**src/rtl/burst_err_channel_pkg.sv**
```systemverilog
// Shared types and helpers for the burst error channel model.
// Optional statistics are enabled by defining BURST_ERR_STATS_EN.
package burst_err_channel_pkg;

  typedef enum logic [1:0] {
    ST_CLEAN = 2'd0,
    ST_BURST = 2'd1,
    ST_GAP   = 2'd2
  } chan_state_t;

  // Fibonacci taps for x^16 + x^14 + x^13 + x^11 + 1 (bits 15, 13, 12, 10)
  localparam logic [15:0] LFSR_TAPS    = 16'hB400;
  localparam logic [15:0] DEFAULT_SEED = 16'hACE1;

  function automatic logic [15:0] sat_inc16(input logic [15:0] x);
    return (x == 16'hFFFF) ? x : (x + 16'd1);
  endfunction

  function automatic logic [31:0] sat_add32(input logic [31:0] x, input logic [31:0] inc);
    logic [32:0] sum;
    sum = {1'b0, x} + {1'b0, inc};
    return sum[32] ? 32'hFFFF_FFFF : sum[31:0];
  endfunction

  function automatic logic [31:0] popcount8(input logic [7:0] x);
    logic [31:0] n;
    n = 32'd0;
    for (int i = 0; i < 8; i++) begin
      n = n + {31'd0, x[i]};
    end
    return n;
  endfunction

endpackage

```
**src/rtl/burst_err_channel_if.sv**
```systemverilog
// Symbol bus between the encoder side, the channel model and the decoder side.
// Port names keep the channel's i/o naming so the bench reads like the block's pinout.
interface burst_err_channel_if #(
  parameter int W = 2
);
  logic          enable_i;
  logic          valid_i;
  logic [W-1:0]  d_i;
  logic [W-1:0]  err_mask_i;
  logic [7:0]    burst_len_i;
  logic          valid_o;
  logic [W-1:0]  d_o;
  logic          err_flag_o;
  logic [15:0]   burst_ct_o;
  logic [31:0]   sym_ct_o;
  logic [31:0]   bit_err_ct_o;

  modport master (
    output enable_i, valid_i, d_i, err_mask_i, burst_len_i,
    input  valid_o, d_o, err_flag_o, burst_ct_o, sym_ct_o, bit_err_ct_o
  );

  modport slave (
    input  enable_i, valid_i, d_i, err_mask_i, burst_len_i,
    output valid_o, d_o, err_flag_o, burst_ct_o, sym_ct_o, bit_err_ct_o
  );
endinterface

```
**src/rtl/burst_err_channel_lfsr.sv**
```systemverilog
// 16-bit Fibonacci LFSR that steps once per accepted symbol.
// A zero seed would lock the register, so it is replaced by the default seed.
module chan_lfsr
  import burst_err_channel_pkg::*;
#(
  parameter logic [15:0] SEED = DEFAULT_SEED
) (
  input  logic        clk,
  input  logic        rst,
  input  logic        adv,
  output logic [15:0] state
);

  localparam logic [15:0] INIT = (SEED == 16'h0000) ? DEFAULT_SEED : SEED;

  logic fb;

  assign fb = ^(state & LFSR_TAPS);

  // Shift register: reload seed on reset, shift left with feedback on each symbol
  always_ff @(posedge clk) begin
    if (!rst) begin
      state <= INIT;
    end else if (adv) begin
      state <= {state[14:0], fb};
    end else begin
      state <= state;
    end
  end

endmodule

```
**src/rtl/burst_err_channel.sv**
```systemverilog
// Noisy channel model: one register stage, XORs err_mask_i onto symbols inside
// LFSR-triggered error bursts, each burst followed by a forced clean gap.
// Define BURST_ERR_STATS_EN to count flipped bits on bit_err_ct_o; otherwise it reads 0.
module burst_err_channel
  import burst_err_channel_pkg::*;
#(
  parameter int          W       = 2,
  parameter int          N       = 5,
  parameter int          GAP_LEN = 2,
  parameter int unsigned WINDOW  = 256,
  parameter logic [15:0] SEED    = DEFAULT_SEED
) (
  input logic               clk,
  input logic               rst,
  burst_err_channel_if.slave bus
);

  // Trigger fires when the low N LFSR bits are all ones; N=0 gives an empty mask (always true)
  localparam logic [31:0] TRIG_M32  = (32'd1 << N) - 32'd1;
  localparam logic [15:0] TRIG_MASK = TRIG_M32[15:0];
  localparam logic [7:0]  GAP_INIT  = GAP_LEN[7:0];
  localparam logic [31:0] WIN       = WINDOW;

  chan_state_t  state, state_nxt;
  logic [7:0]   rem, rem_nxt;
  logic [7:0]   gap_ct, gap_nxt;
  logic [7:0]   len;
  logic [15:0]  lfsr;
  logic         trig, in_win, err, start;

  logic         valid_q;
  logic [W-1:0] d_q;
  logic         err_q;
  logic [15:0]  burst_ct;
  logic [31:0]  sym_ct;

  chan_lfsr #(.SEED(SEED)) u_lfsr (
    .clk   (clk),
    .rst   (rst),
    .adv   (bus.valid_i),
    .state (lfsr)
  );

  assign trig   = ((lfsr & TRIG_MASK) == TRIG_MASK);
  // Window test uses the count before this symbol is added
  assign in_win = (WIN == 32'd0) || (sym_ct < WIN);
  assign len    = (bus.burst_len_i == 8'd0) ? 8'd1 : bus.burst_len_i;

  // Burst FSM next state: decides whether the current symbol is errored
  always_comb begin
    state_nxt = state;
    rem_nxt   = rem;
    gap_nxt   = gap_ct;
    err       = 1'b0;
    start     = 1'b0;
    if (bus.valid_i) begin
      case (state)
        ST_CLEAN: begin
          if (bus.enable_i && in_win && trig) begin
            err   = 1'b1;
            start = 1'b1;
            if (len > 8'd1) begin
              state_nxt = ST_BURST;
              rem_nxt   = len - 8'd1;
            end else if (GAP_INIT != 8'd0) begin
              state_nxt = ST_GAP;
              gap_nxt   = GAP_INIT;
            end else begin
              state_nxt = ST_CLEAN;
            end
          end else begin
            state_nxt = ST_CLEAN;
          end
        end
        ST_BURST: begin
          if (!bus.enable_i || !in_win) begin
            // Truncated burst: this symbol is clean and no gap is owed
            state_nxt = ST_CLEAN;
            rem_nxt   = 8'd0;
          end else begin
            err     = 1'b1;
            rem_nxt = rem - 8'd1;
            if (rem > 8'd1) begin
              state_nxt = ST_BURST;
            end else if (GAP_INIT != 8'd0) begin
              state_nxt = ST_GAP;
              gap_nxt   = GAP_INIT;
            end else begin
              state_nxt = ST_CLEAN;
            end
          end
        end
        ST_GAP: begin
          gap_nxt = gap_ct - 8'd1;
          if (gap_ct > 8'd1) begin
            state_nxt = ST_GAP;
          end else begin
            state_nxt = ST_CLEAN;
          end
        end
        default: begin
          state_nxt = ST_CLEAN;
          rem_nxt   = 8'd0;
          gap_nxt   = 8'd0;
        end
      endcase
    end else begin
      state_nxt = state;
    end
  end

  // Burst FSM state and remaining-length / gap counters
  always_ff @(posedge clk) begin
    if (!rst) begin
      state  <= ST_CLEAN;
      rem    <= 8'd0;
      gap_ct <= 8'd0;
    end else begin
      state  <= state_nxt;
      rem    <= rem_nxt;
      gap_ct <= gap_nxt;
    end
  end

  // Output stage: register the (possibly corrupted) symbol, hold it while idle
  always_ff @(posedge clk) begin
    if (!rst) begin
      valid_q <= 1'b0;
      d_q     <= {W{1'b0}};
      err_q   <= 1'b0;
    end else if (bus.valid_i) begin
      valid_q <= 1'b1;
      d_q     <= bus.d_i ^ (err ? bus.err_mask_i : {W{1'b0}});
      err_q   <= err;
    end else begin
      valid_q <= 1'b0;
      d_q     <= d_q;
      err_q   <= err_q;
    end
  end

  // Saturating symbol and burst-start counters
  always_ff @(posedge clk) begin
    if (!rst) begin
      sym_ct   <= 32'd0;
      burst_ct <= 16'd0;
    end else begin
      sym_ct   <= bus.valid_i ? sat_add32(sym_ct, 32'd1) : sym_ct;
      burst_ct <= start ? sat_inc16(burst_ct) : burst_ct;
    end
  end

  assign bus.valid_o    = valid_q;
  assign bus.d_o        = d_q;
  assign bus.err_flag_o = err_q;
  assign bus.burst_ct_o = burst_ct;
  assign bus.sym_ct_o   = sym_ct;

`ifdef BURST_ERR_STATS_EN
  logic [31:0] bit_err_ct;

  // Accumulate the number of bits actually flipped on errored symbols
  always_ff @(posedge clk) begin
    if (!rst) begin
      bit_err_ct <= 32'd0;
    end else if (err) begin
      bit_err_ct <= sat_add32(bit_err_ct, popcount8(8'(bus.err_mask_i)));
    end else begin
      bit_err_ct <= bit_err_ct;
    end
  end

  assign bus.bit_err_ct_o = bit_err_ct;
`else
  assign bus.bit_err_ct_o = 32'd0;
`endif

endmodule

```
**src/flat_wrapper.sv**
```systemverilog
// flat-port wrapper written by rule: the top's interface ports become plain ports
module burst_err_channel_flat import burst_err_channel_pkg::*;
#(
  parameter int          W       = 2,
  parameter int          N       = 5,
  parameter int          GAP_LEN = 2,
  parameter int unsigned WINDOW  = 256,
  parameter logic [15:0] SEED    = DEFAULT_SEED
)
  (clk, rst, bus_enable_i, bus_valid_i, bus_d_i, bus_err_mask_i, bus_burst_len_i, bus_valid_o, bus_d_o, bus_err_flag_o, bus_burst_ct_o, bus_sym_ct_o, bus_bit_err_ct_o);
  burst_err_channel_if #(.W(W)) bus_i ();
  input logic clk;
  input logic rst;
  input wire logic [$bits(bus_i.enable_i)-1:0] bus_enable_i;
  input wire logic [$bits(bus_i.valid_i)-1:0] bus_valid_i;
  input wire logic [$bits(bus_i.d_i)-1:0] bus_d_i;
  input wire logic [$bits(bus_i.err_mask_i)-1:0] bus_err_mask_i;
  input wire logic [$bits(bus_i.burst_len_i)-1:0] bus_burst_len_i;
  output wire logic [$bits(bus_i.valid_o)-1:0] bus_valid_o;
  output wire logic [$bits(bus_i.d_o)-1:0] bus_d_o;
  output wire logic [$bits(bus_i.err_flag_o)-1:0] bus_err_flag_o;
  output wire logic [$bits(bus_i.burst_ct_o)-1:0] bus_burst_ct_o;
  output wire logic [$bits(bus_i.sym_ct_o)-1:0] bus_sym_ct_o;
  output wire logic [$bits(bus_i.bit_err_ct_o)-1:0] bus_bit_err_ct_o;
  assign bus_i.enable_i = bus_enable_i;
  assign bus_i.valid_i = bus_valid_i;
  assign bus_i.d_i = bus_d_i;
  assign bus_i.err_mask_i = bus_err_mask_i;
  assign bus_i.burst_len_i = bus_burst_len_i;
  assign bus_valid_o = bus_i.valid_o;
  assign bus_d_o = bus_i.d_o;
  assign bus_err_flag_o = bus_i.err_flag_o;
  assign bus_burst_ct_o = bus_i.burst_ct_o;
  assign bus_sym_ct_o = bus_i.sym_ct_o;
  assign bus_bit_err_ct_o = bus_i.bit_err_ct_o;
  burst_err_channel #(.W(W), .N(N), .GAP_LEN(GAP_LEN), .WINDOW(WINDOW), .SEED(SEED)) u_core (.clk(clk), .rst(rst), .bus(bus_i));
endmodule
```
**config.mk**
```make
export PLATFORM = sky130hd
export DESIGN_NAME = burst_err_channel_flat
export DESIGN_NICKNAME = d
export VERILOG_FILES = /design/src/rtl/burst_err_channel_pkg.sv /design/src/rtl/burst_err_channel_if.sv /design/src/rtl/burst_err_channel_lfsr.sv /design/src/rtl/burst_err_channel.sv /design/src/flat_wrapper.sv
export SDC_FILE = /design/constraint.sdc
export NUM_CORES = 1
export LEC_CHECK = 0
export ABC_AREA = 1
export BUFFER_PORTS_ARGS = -buffer_cell sky130_fd_sc_hd__buf_4
export CORE_UTILIZATION = 33
export DETAILED_ROUTE_END_ITERATION = 16
export PLACE_DENSITY_LB_ADDON = 0.25
export SYNTH_ARGS = -nofsm -noshare
export SYNTH_HDL_FRONTEND = slang
export SYNTH_SLANG_ARGS = --single-unit
export TNS_END_PERCENT = 10
```
**constraint.sdc**
```tcl
create_clock -name clk -period 3.1 [get_ports clk]
set_input_delay 0.62 -clock clk [delete_from_list [all_inputs] [get_ports clk]]
set_output_delay 0.62 -clock clk [all_outputs]
set_load 0.05 [all_outputs]
```
-- Yosys cells after proc, flatten, opt, wreduce, memory -nomap -nowiden
Cells that the tools add are included.
- register bits: 86
- input bits: 16
- output and inout port bits: 84
- logic and storage cells: 66
- add/sub/neg operators: 5
- order comparisons: 4
- equality and inequality tests: 9
- multiplexer cells: 25
- bitwise operators: 3
- reduce and logical (&&, ||, !) cells: 11
- operators with widths (kind ; count):
    8-bit two-way mux ; 8
    8-bit one-hot mux with 3 select lines ; 2
    32-bit by 1-bit adder with 33-bit output, second input constant ; 1
    32-bit by 9-bit less-than comparator with 1-bit output, second input constant ; 1
    32-bit two-way mux ; 1
    8-bit by 1-bit > comparator with 1-bit output, second input constant ; 3
    8-bit by 1-bit subtractor with 8-bit output, second input constant ; 3
    16-bit by 1-bit adder with 16-bit output, second input constant ; 1
    16-bit equality test, second input constant ; 1
    16-bit parity ; 1
    2-bit two-way mux ; 6
    8-bit zero test ; 1
    1-bit two-way mux ; 6
    2-bit != test, second input constant ; 3
    2-bit one-hot mux with 3 select lines ; 1
    5-bit equality test, second input constant ; 1
    5-bit AND reduction ; 1
    2-bit by 1-bit != test with 1-bit output, second input constant ; 2
    4-bit AND reduction ; 1
    2-bit by 1-bit equality test with 1-bit output, second input constant ; 1
    2-bit equality test, second input constant ; 1
    1-bit logical AND ; 2
    1-bit zero test ; 2
    2-bit zero test ; 1
    other kinds (5) ; 6

-- Depth between registers and ports, before layout
Gate-level depths: netlist of the first run.
- depth after elaboration: 8
- gate-level depth with buffers: 14
- mapped depth without buffers: 14

-- Hierarchy
A second synthesis of the first run with hierarchy kept.
- cells, all modules: 843
- area total of the unflattened synthesis: 5460.2 um2
- modules (own cells, without submodules) (module ; instances ; cells each ; area an instance (um2) ; sequential area each (um2)):
    burst_err_channel ; 1 ; 761 ; 4833.4 ; 1401.3
    chan_lfsr ; 1 ; 82 ; 626.9 ; 320.3

-- Worst setup path after synthesis of the first run
Ideal clock, no wire load.
- kind: input-to-reg
- from: input bus_burst_len_i[3]
- to: register u_core.rem[0]
- arrival: 2306 ps
- required time: 2967 ps
- path slack: 661 ps
- stages on the path: 13
- path buffers: 0
- cells stage by stage: nor2_1 -> inv_1 -> nor2_1 -> nand3_1 -> nand2_1 -> inv_1 -> ha_1 -> nor2_1 -> nor2_1 -> o21ai_1 -> nand3_1 -> nand2_1 -> a21oi_1
- longest elaborated chain between the ends: 6
- ends and longest elaborated chain (what ; line ; text):
    start: declaration ; flat_wrapper.sv:18 ; input wire logic [$bits(bus_i.burst_len_i)-1:0] bus_burst_len_i;
    8-bit zero test ; burst_err_channel.sv:47 ; assign len = (bus.burst_len_i == 8'd0) ? 8'd1 : bus.burst_len_i;
    8-bit two-way mux * ; burst_err_channel.sv:47 ;
    8-bit by 1-bit subtractor with 8-bit output ; burst_err_channel.sv:64 ; rem_nxt = len - 8'd1;
    8-bit two-way mux ; burst_err_channel.sv:62 ; if (len > 8'd1) begin
    8-bit two-way mux ; burst_err_channel.sv:59 ; if (bus.enable_i && in_win && trig) begin
    8-bit one-hot mux with 3 select lines ; burst_err_channel.sv:57 ; case (state)
    end signal: assignment ; burst_err_channel.sv:120 ; rem <= rem_nxt;
    end: declaration ; burst_err_channel.sv:25 ; logic [7:0] rem, rem_nxt;
Every way passes the cells marked *; elsewhere a longest branch is shown, timed or not. The select of a mux whose other input is x is not followed.
A chain may end at the register's enable or synchronous reset.

-- Worst setup path in the final report of the first run
- from: input bus_burst_len_i[3]
- to: register u_core.gap_ct[3]
- longest elaborated chain between the ends: 5
- ends and longest elaborated chain (what ; line ; text):
    8-bit zero test ; burst_err_channel.sv:47 ;
    8-bit two-way mux * ; burst_err_channel.sv:47 ;
    8-bit by 1-bit > comparator with 1-bit output * ; burst_err_channel.sv:62 ;
    2-bit != test (no source line) * ; -- ;
    5-bit AND reduction (no source line) * ; -- ;
    end signal: assignment ; burst_err_channel.sv:121 ; gap_ct <= gap_nxt;
    end: declaration ; burst_err_channel.sv:26 ; logic [7:0] gap_ct, gap_nxt;
Every way passes the cells marked *; elsewhere a longest branch is shown, timed or not.

==> results of run 1 <==
-- synth_stat cells (3+ instances only) --
cell type  number  area share
inv_1          54       0.036
xor2_1         30       0.047
nor4_1          3      0.0034
nor3_1         13       0.012
xnor2_1        13       0.020
nand3b_1        4      0.0054
buf_4          34       0.046
nor2_2          4      0.0045
clkbuf_1       22       0.015
nand2_1       205        0.14
nor2_1        142       0.096
nand4_1        32       0.036
dfxtp_1        86        0.31
a21oi_1        55       0.050
o21ai_0        21       0.019
nand2_2         3      0.0034
nand3_1        79       0.071
buf_2           6      0.0054
a21oi_2         8       0.013
ha_1            8       0.018
inv_2           4      0.0027
-- power by group through the flow --
stage / Combinational, mW / Clock, mW / Sequential [mW]
detailed placement: 0.256 / 0 / 1.17
global placement: 0.256 / 0 / 1.17
floorplan: 0.209 / 0 / 1.19
CTS: 0.257 / 1.06 / 1.14
global route: 0.279 / 1.10 / 1.15
finish: 0.255 / 1.03 / 1.14
-- worst paths after layout --
path,startpoint,endpoint,slack (ns),depth (start not counted)
worst min register to register,u_core.u_lfsr.state[7]$_SDFFE_PN1P_,u_core.u_lfsr.state[7]$_SDFFE_PN1P_,0.46,2
worst min-delay path,u_core.u_lfsr.state[7]$_SDFFE_PN1P_,u_core.u_lfsr.state[7]$_SDFFE_PN1P_,0.46,2
worst max-delay path,bus_burst_len_i[3],u_core.gap_ct[3]$_SDFFE_PN0P_,0.65,14
worst max register to register,u_core.rem[0]$_SDFFE_PN0P_,u_core.gap_ct[3]$_SDFFE_PN0P_,0.86,9
-- stage by stage --
stage               total power, mW  area [sq um]  std cells  hold slack (ns)
CTS                           2.456          6419       1134           0.4647
global route                  2.529          6419       1134           0.4794
detailed placement            1.425          6147       1119           0.4486
finish                        2.428          6419       1134           0.4622
floorplan                     1.395          5677        886           0.4292
global placement              1.424          6147       1119           0.4415
-- layout by cell type (no fill, tap or decap), types with 30 or more instances in the layout --
| master | count |
|---|---|
| nand2_1 | 205 |
| dfxtp_1 | 86 |
| nand4_1 | 32 |
| inv_1 | 53 |
| a21oi_1 | 55 |
| nor2_1 | 142 |
| buf_4 | 77 |
| nand3_1 | 79 |
| xor2_1 | 30 |
| conb_1 | 32 |
-- routing by layer --
| layer | vias up | wire [microns] |
|---|---|---|
| met5 | - | 0 |
| met2 | 132 | 6175 |
| met1 | 2416 | 7529 |
| li1 | 2835 | - |
| met4 | 0 | 153 |
| met3 | 10 | 640 |
-- kinds of logic after synthesis --
logic type / share of synthesized area
flip-flops: 0.3096
AO/OA/AOI/OAI: 0.09609
adder cells (fa/ha/maj): 0.01800
XOR/XNOR: 0.06773
other: 0.0006744
AND/OR/NAND/NOR: 0.3999
buffers and inverters: 0.1080
-- flip-flops by register name, indices dropped and copies added (netlist names) --
name                   count
u_core.bus.burst_ct_o     16
u_core.bus.d_o             2
u_core.bus.err_flag_o      1
u_core.bus.sym_ct_o       32
u_core.bus.valid_o         1
u_core.gap_ct              8
u_core.rem                 8
u_core.state               2
u_core.u_lfsr.state       16
-- worst register-to-register path: stages (launching register included) --
cell     delay (ns)
dfxtp_1        0.33
inv_1          0.12
ha_1           0.28
nor2_1         0.07
nor4_1         0.48
nand2_1        0.18
a21oi_4        0.33
nand2_2        0.17
nand2_1        0.09
a21oi_1        0.06
-- final cells by class --
| class | count | area, sq um |
|---|---|---|
| Clock inverter | 6 | 46.29 |
| Inverter | 58 | 217.7 |
| Tap cell | 220 | 275.3 |
| Timing Repair Buffer | 77 | 578.1 |
| Sequential cell | 86 | 1722 |
| Clock buffer | 9 | 225.2 |
| Fill cell | 1827 | 10110 |
| Multi-Input combinational cell | 678 | 3354 |
==> out/qor.txt, run 1 <==
CP bufs+invs: 2
routing usage on met3: 0.02999
Psw: 696.6 uW
post-synth cell types: 43
Fmax: 0.4073 GHz
clk root buf: clkbuf_16
RSZ-0062 raised after global routing: no
Final Setup Violations: 0
die area: 17370 sq um
Clock transition at path regs: 0.07 ns
Sw Share: 0.2870
Initial Util: 0.3365
Die Wd: 131.8 microns
row count: 47
CP Cell Sequence: buf_4 > nor2_1 > inv_1 > nor2_1 > nand3_1 > nand2_1 > ha_1 > nor2_1 > nor2_1 > nand3_1 > nand2_1 > nand2_2 > nand2_1 > a21oi_1
Routed wire per std cell: 12.78 microns
Hold Path Class: flip-flop to flip-flop
slowest stage delay, CP: 0.32 ns
H-Tree Depth: 3
gpl congestion: 0.8406
first-pass GRT wire length: 24.05 mm
synthesized area: 5560 sq um
CTS tree: done
DP Worst Slack: 0.3132 ns
Max FO, Critical Path: 10
failing checks: design-rule violations
DR vias: 5393
Synth Register Bits: 86
initial antenna violation count: 0
clock network power share: 0.424
Worst Tran Pin Value: 0.7636 ns
drt drc: 2
GRT Residual Overflow: 0
fin crit period: 2.455 ns
Final Hold Fails: 0
Die Y: 131.8 microns
total negative slack: 0 ns
clock tree buffer depth: 2
Pint: 1.731 mW
Final ANT Viol Nets: 0
Rel. slew slack: 0.4902
share of cells above drive strength 1: 0.1368
vias in the first global route: 4675
layer with the highest usage: met2
Post-synth ARST share: 0
Synth Instances: 855
GRT met1 Usage: 0.2486
required time worst endpoint: 3.30 ns
post-synthesis sequential area ratio: 0.3096
Area Overhead vs Synth: 15.44%
diode count: 0
total CTS buffers: 9
crit path launch type: input port
DP Wirelength: 10.64 mm
number of synthesized flops with an enable pin: 0
Post-CTS Setup Inserts: 0
Worst path most repeated cell: nor2_1
status: finished, violations left
pin count of the biggest net entering global routing: 36
Finished Core Util: 0.3884
num ports: 100
Reg power frac: 0.471
Core Area: 16520 sq um
CTS Hold Bufs: 0
Final Max Tran Viols: 0
Initial DRC Count: 340
Arr. time, crit path: 2.65 ns
Via density: 4.756
Port Buffers: 67
Global Route met2 Usage: 0.2534
Mean Syn Cell Area: 6.503 sq um
combinational share of power: 0.105
final cycle utilization of the critical path: 0.7919
Tot GR Track Use: 0.1705
total clock sinks: 86
Worst-Skew Late Latency: 0.34 ns
fin nets: 934
crit-path leading delay family: simple AND/OR/NAND/NOR gates
worst setup path class: input port to flip-flop
Worst VDD drop: 0.3122 mV
CP endpoint kind: flip-flop
Primary FF master, synth: dfxtp_1
fin worst setup slack: 0.6451 ns
Yosys warning count: 0
Initial DRT Pass Iterations: 11
maxcap violations: 0
post-CTS sizing: 0
Clock Skews: 0.007644 ns
slowest library cell on the worst path: nor2_1
Static Leakage: 2.734 nW
Routed WL: 14.50 mm
PD cells: 378.2 nW/um^2
(Power assumes the default switching activity.)
==> inputs of run 2 (changes only) <==
==> constraint.sdc (replaced) <==
create_clock -name clk -period 2.38 [get_ports clk]
set_input_delay 0.476 -clock clk [delete_from_list [all_inputs] [get_ports clk]]
set_output_delay 0.476 -clock clk [all_outputs]
set_load 0.05 [all_outputs]
==> run 2 against run 1 <==
Effect of this change: the flow still finishes with violations (design-rule violations); cell area up 2.6%; critical path depth down 5; hold slack worse by 0.054 ns; utilization up 0.99 points; global-route usage up 0.30 points; routed wire length up 0.68%; non-clock buffer count up 20; count of clock-buffer cells in the layout unchanged; final cell count up 1.9%; clock power up 35%; power up 33%; first-iteration DRC count up 7.9%.
==> out/qor.txt, run 2 (same netlist as run 1, synthesis figures left out) <==
area of the multi-input gates: 3354 sq um
total clock sinks: 86
PD cells: 489.6 nW/um^2
Reg area: 1722 sq um
Final Hold Fails: 0
Die Wd: 131.8 microns
Clock transition at path regs: 0.07 ns
Static Leakage: 2.852 nW
Largest register FFs: 32
share of cells above drive strength 1: 0.1561
Area Overhead vs Synth: 18.38%
Arr. time, crit path: 2.35 ns
pin count of the biggest net entering global routing: 30
Post-CTS Setup Inserts: 0
Worst VDD drop: 0.3452 mV
num ports: 100
vias in the first global route: 4945
Max FO, Critical Path: 18
clock tree buffer depth: 2
CTS Hold Bufs: 0
Routed wire per std cell: 12.64 microns
Worst-Skew Late Latency: 0.36 ns
fin nets: 954
total negative slack: 0 ns
Die Y: 131.8 microns
gpl congestion: 0.8700
Hold Path Class: input port to flip-flop
Clock Skews: 0.01296 ns
status: finished, violations left
Initial DRC Count: 367
fin crit period: 2.072 ns
GRT Residual Overflow: 0
row count: 47
Initial Util: 0.3365
worst r2r src: u_core.bus.sym_ct_o[0]$_SDFFE_PN0P_
CTS tree: done
clk root buf: clkbuf_16
initial antenna violation count: 0
required time worst endpoint: 2.66 ns
Core Area: 16520 sq um
final cycle utilization of the critical path: 0.8704
leading cell type in the layout, fill and taps excluded: nand2_1
maxcap violations: 0
Initial DRT Pass Iterations: 11
Routed WL: 14.60 mm
die area: 17370 sq um
RSZ-0062 raised after global routing: no
H-Tree Depth: 3
diode count: 0
total CTS buffers: 9
Worst Hold Launch: bus_d_i[1]
failing checks: design-rule violations
post-CTS sizing: 0
worst setup path class: flip-flop to flip-flop
# fillers: 1765
DP Wirelength: 11.03 mm
Final Setup Violations: 0
Final Max Tran Viols: 0
first-pass GRT wire length: 24.64 mm
Fmax: 0.4827 GHz
Via density: 4.723
crit path from: u_core.bus.sym_ct_o[0]$_SDFFE_PN0P_
CP endpoint kind: flip-flop
DR vias: 5455
Finished Core Util: 0.3983
most frequent cells in the layout: nand2_1 (205), nor2_1 (142), buf_4 (97)
Tot GR Track Use: 0.1734
Final ANT Viol Nets: 0
drt drc: 2
crit path launch type: flip-flop
Port Buffers: 67
-- run 2: cell types whose count changed in the layout (fill, tap and decap cells not counted) --
cell | previous run | this run
inv_6 | 3 | 4
buf_4 | 77 | 97
clkinvlp_4 | 2 | 0
inv_8 | 0 | 1
clkinv_4 | 0 | 1
-- run 2: path summary, 6_finish.rpt --
path	to	slack, ns	depth (start not counted)
max reg2reg	u_core.bus.sym_ct_o[0]$_SDFFE_PN0P_	0.31	9
min reg2reg	u_core.u_lfsr.state[10]$_SDFFE_PN1P_	0.46	2
min	u_core.bus.d_o[1]$_SDFFE_PN0P_	0.41	5
max	u_core.bus.sym_ct_o[0]$_SDFFE_PN0P_	0.31	9
-- run 2: area by class of cell --
type                    count  share of cell area
clock buffers               9             0.03421
inverters                  58             0.03307
clock inverters             7            0.009124
flip-flops and latches     86              0.2615
well taps                 220             0.04182
multi-input cells         678              0.5096
repair buffers             97              0.1106
-- run 2: worst max-delay path, cell delays in order, from the launching register on --
cell,delay (ns)
dfxtp_1,0.42
ha_1,0.31
nand3_2,0.17
nor2_4,0.18
nand2_4,0.08
nor2_4,0.15
nand3_4,0.11
nor3_4,0.18
nand2_4,0.20
a21oi_1,0.19
-- run 2: layer usage --
metal,part of all wire,vias up,GRT usage
met1,0.51,2446,0.2416
met3,0.042,15,0.03383
li1,-,2872,-
met4,0.013,0,0.05491
met5,0,-,0
met2,0.43,122,0.2684
-- run 2: stage by stage --
step                cell area [sq um]  power [mW]  worst slack (ns)  cells  hold WS (ns)
floorplan                        5677       1.817           0.08472    886        0.4292
global route                     6583       3.356            0.1121   1155        0.4259
global placement                 6297       1.863           0.08902   1139        0.4429
finish                           6583       3.223            0.3084   1155        0.4079
CTS                              6583       3.259            0.3046   1155        0.4039
detailed placement               6297       1.863           0.07450   1139        0.4455
-- run 2: report_power, final --
part	switching, mW	leakage [nW]	total [mW]	internal (mW)
Combinational	0.260	2.01	0.342	0.0820
Sequential	0.0207	0.698	1.49	1.47
Clock	0.662	0.143	1.39	0.730
==> inputs of run 3 (changes only) <==
==> constraint.sdc (replaced) <==
create_clock -name clk -period 1.7 [get_ports clk]
set_input_delay 0.34 -clock clk [delete_from_list [all_inputs] [get_ports clk]]
set_output_delay 0.34 -clock clk [all_outputs]
set_load 0.05 [all_outputs]
==> run 3 against run 2 <==
Effect of this change: the run ends with negative setup slack left; power rose by 42%; utilization increased by 7.0 points; clock skew shrank 0.0034 ns; register-to-register slack worse by 0.31 ns; sequential share of layout area fell by 3.0 points; first-iteration DRC count down 11%; via count increased by 9.2%; global-route usage up 1.4 points; setup slack lost 0.31 ns; final cell count increased by 8.7%.
==> out/qor.txt, run 3 (same netlist as run 1, synthesis figures left out) <==
GRT Residual Overflow: 0
RSZ-0062 raised after global routing: yes
slowest library cell on the worst path: dfxtp_4
Die Y: 131.8 microns
gpl congestion: 0.8646
CP endpoint kind: flip-flop
status: finished, violations left
Worst VDD drop: 0.5220 mV
maxcap violations: 0
Die Wd: 131.8 microns
Initial Util: 0.3365
overall power: 4.581 mW
fin worst setup slack: -0.005946 ns
total clock sinks: 86
num ports: 100
Clock transition at path regs: 0.07 ns
crit path launch type: flip-flop
H-Tree Depth: 3
fin crit period: 1.706 ns
total negative slack: -0.007940 ns
Largest register FFs: 32
fin nets: 1054
Worst-Skew Late Latency: 0.36 ns
Fmax: 0.5862 GHz
final cycle utilization of the critical path: 1.003
failing checks: negative setup slack
Area Overhead vs Synth: 39.06%
Clock Skews: 0.009573 ns
Core Area: 16520 sq um
drt drc: 0
required time worst endpoint: 1.93 ns
Hold Path Class: input port to flip-flop
CP Cell Sequence: nor2_2 > nand2_2 > nor2_2 > nand2_2 > nor2_4 > buf_4 > nand3_1 > nand2_4 > nand2_2 > nand2_1 > a21oi_1
clk root buf: clkbuf_16
total CTS buffers: 9
Routed WL: 15.74 mm
Final Max Tran Viols: 0
CP bufs+invs: 1
Tot GR Track Use: 0.1876
CTS tree: done
DP Wirelength: 11.89 mm
Final ANT Viol Nets: 0
Port Buffers: 67
Via density: 4.747
layer with the highest usage: met2
crit-path leading delay family: simple AND/OR/NAND/NOR gates
share of cells above drive strength 1: 0.3295
Final Setup Violations: 2
Initial DRT Pass Iterations: 5
Global Route met2 Usage: 0.3028
CTS Hold Bufs: 0
first-pass GRT wire length: 26.50 mm
diode count: 0
clock tree buffer depth: 2
slowest stage delay, CP: 0.35 ns
DR vias: 5958
die area: 17370 sq um
Routed wire per std cell: 12.54 microns
PD cells: 592.5 nW/um^2
worst setup path class: flip-flop to flip-flop
Max FO, Critical Path: 10
leading cell type in the layout, fill and taps excluded: nand2_1
Final Hold Fails: 0
most frequent cells in the layout: nand2_1 (196), buf_4 (187), nor2_1 (117)
row count: 47
Worst path most repeated cell: nand2_2
pin count of the biggest net entering global routing: 39
GRT met1 Usage: 0.2601
Arr. time, crit path: 1.93 ns
routing usage on met3: 0.02422
initial antenna violation count: 0
Initial DRC Count: 325
Static Leakage: 3.414 nW
vias in the first global route: 5412
run 3: metrics by stage:
stage / hold slack [ns] / util / setup slack, ns / instance area [sq um] / cells
4_1_cts: 0.2658 / 0.4573 / -0.01948 / 7557 / 1254
2_1_floorplan: 0.4292 / - / -0.1443 / 5796 / 886
3_3_place_gp: 0.4391 / 0.4321 / -0.3352 / 7141 / 1231
6_report: 0.2700 / 0.4679 / -0.005946 / 7732 / 1255
5_1_grt: 0.2882 / 0.4679 / -0.1483 / 7732 / 1255
3_5_place_dp: 0.4441 / 0.4321 / -0.3676 / 7141 / 1231
run 3: repair_timing:
item,CTS,global route
setup buffers,5,1
setup endpoints to repair,51,69
pin swaps,15,18
cloned,2,0
resized for setup,21,53
run 3: power breakdown:
part / total, mW / leakage [nW] / internal (mW) / switching [mW]
registers: 2.07 / 0.720 / 2.04 / 0.0297
logic: 0.538 / 2.55 / 0.156 / 0.382
clock network: 1.97 / 0.141 / 1.03 / 0.944
total: 4.58 / 3.41 / 3.23 / 1.36
run 3: worst paths after layout:
check | startpoint | to | slack, ns | cells after the start
worst max-delay path | u_core.bus.sym_ct_o[9]$_SDFFE_PN0P_ | u_core.gap_ct[2]$_SDFFE_PN0P_ | -0.006 | 11
worst min-delay path | bus_d_i[1] | u_core.bus.d_o[1]$_SDFFE_PN0P_ | 0.27 | 5
worst max register to register | u_core.bus.sym_ct_o[9]$_SDFFE_PN0P_ | u_core.gap_ct[2]$_SDFFE_PN0P_ | -0.006 | 11
worst min register to register | u_core.u_lfsr.state[5]$_SDFFE_PN1P_ | u_core.u_lfsr.state[5]$_SDFFE_PN1P_ | 0.46 | 2
run 3: cell type report:
type,count,area (sq um)
Fill cell,1690,8792
Multi-Input combinational cell,679,3626
Sequential cell,86,1794
Timing Repair Buffer,196,1531
Tap cell,220,275.3
Clock buffer,9,225.2
Inverter,58,217.7
Clock inverter,7,62.56
run 3: routing by layer:
metal | up-vias | wire length (microns)
li1 | 3088 | -
met1 | 2734 | 7937
met2 | 123 | 7070
met3 | 13 | 548
met4 | 0 | 182
met5 | - | 0
run 3: worst reg2reg max path: cells and delay by family, from the launching register on:
| family | cells | cell delay (ns) |
|---|---|---|
| buffers and inverters | 1 | 0.14 |
| and+or+nand+nor | 9 | 1.02 |
| AOI/OAI and AO/OA | 1 | 0.06 |
| DFF | 1 | 0.35 |
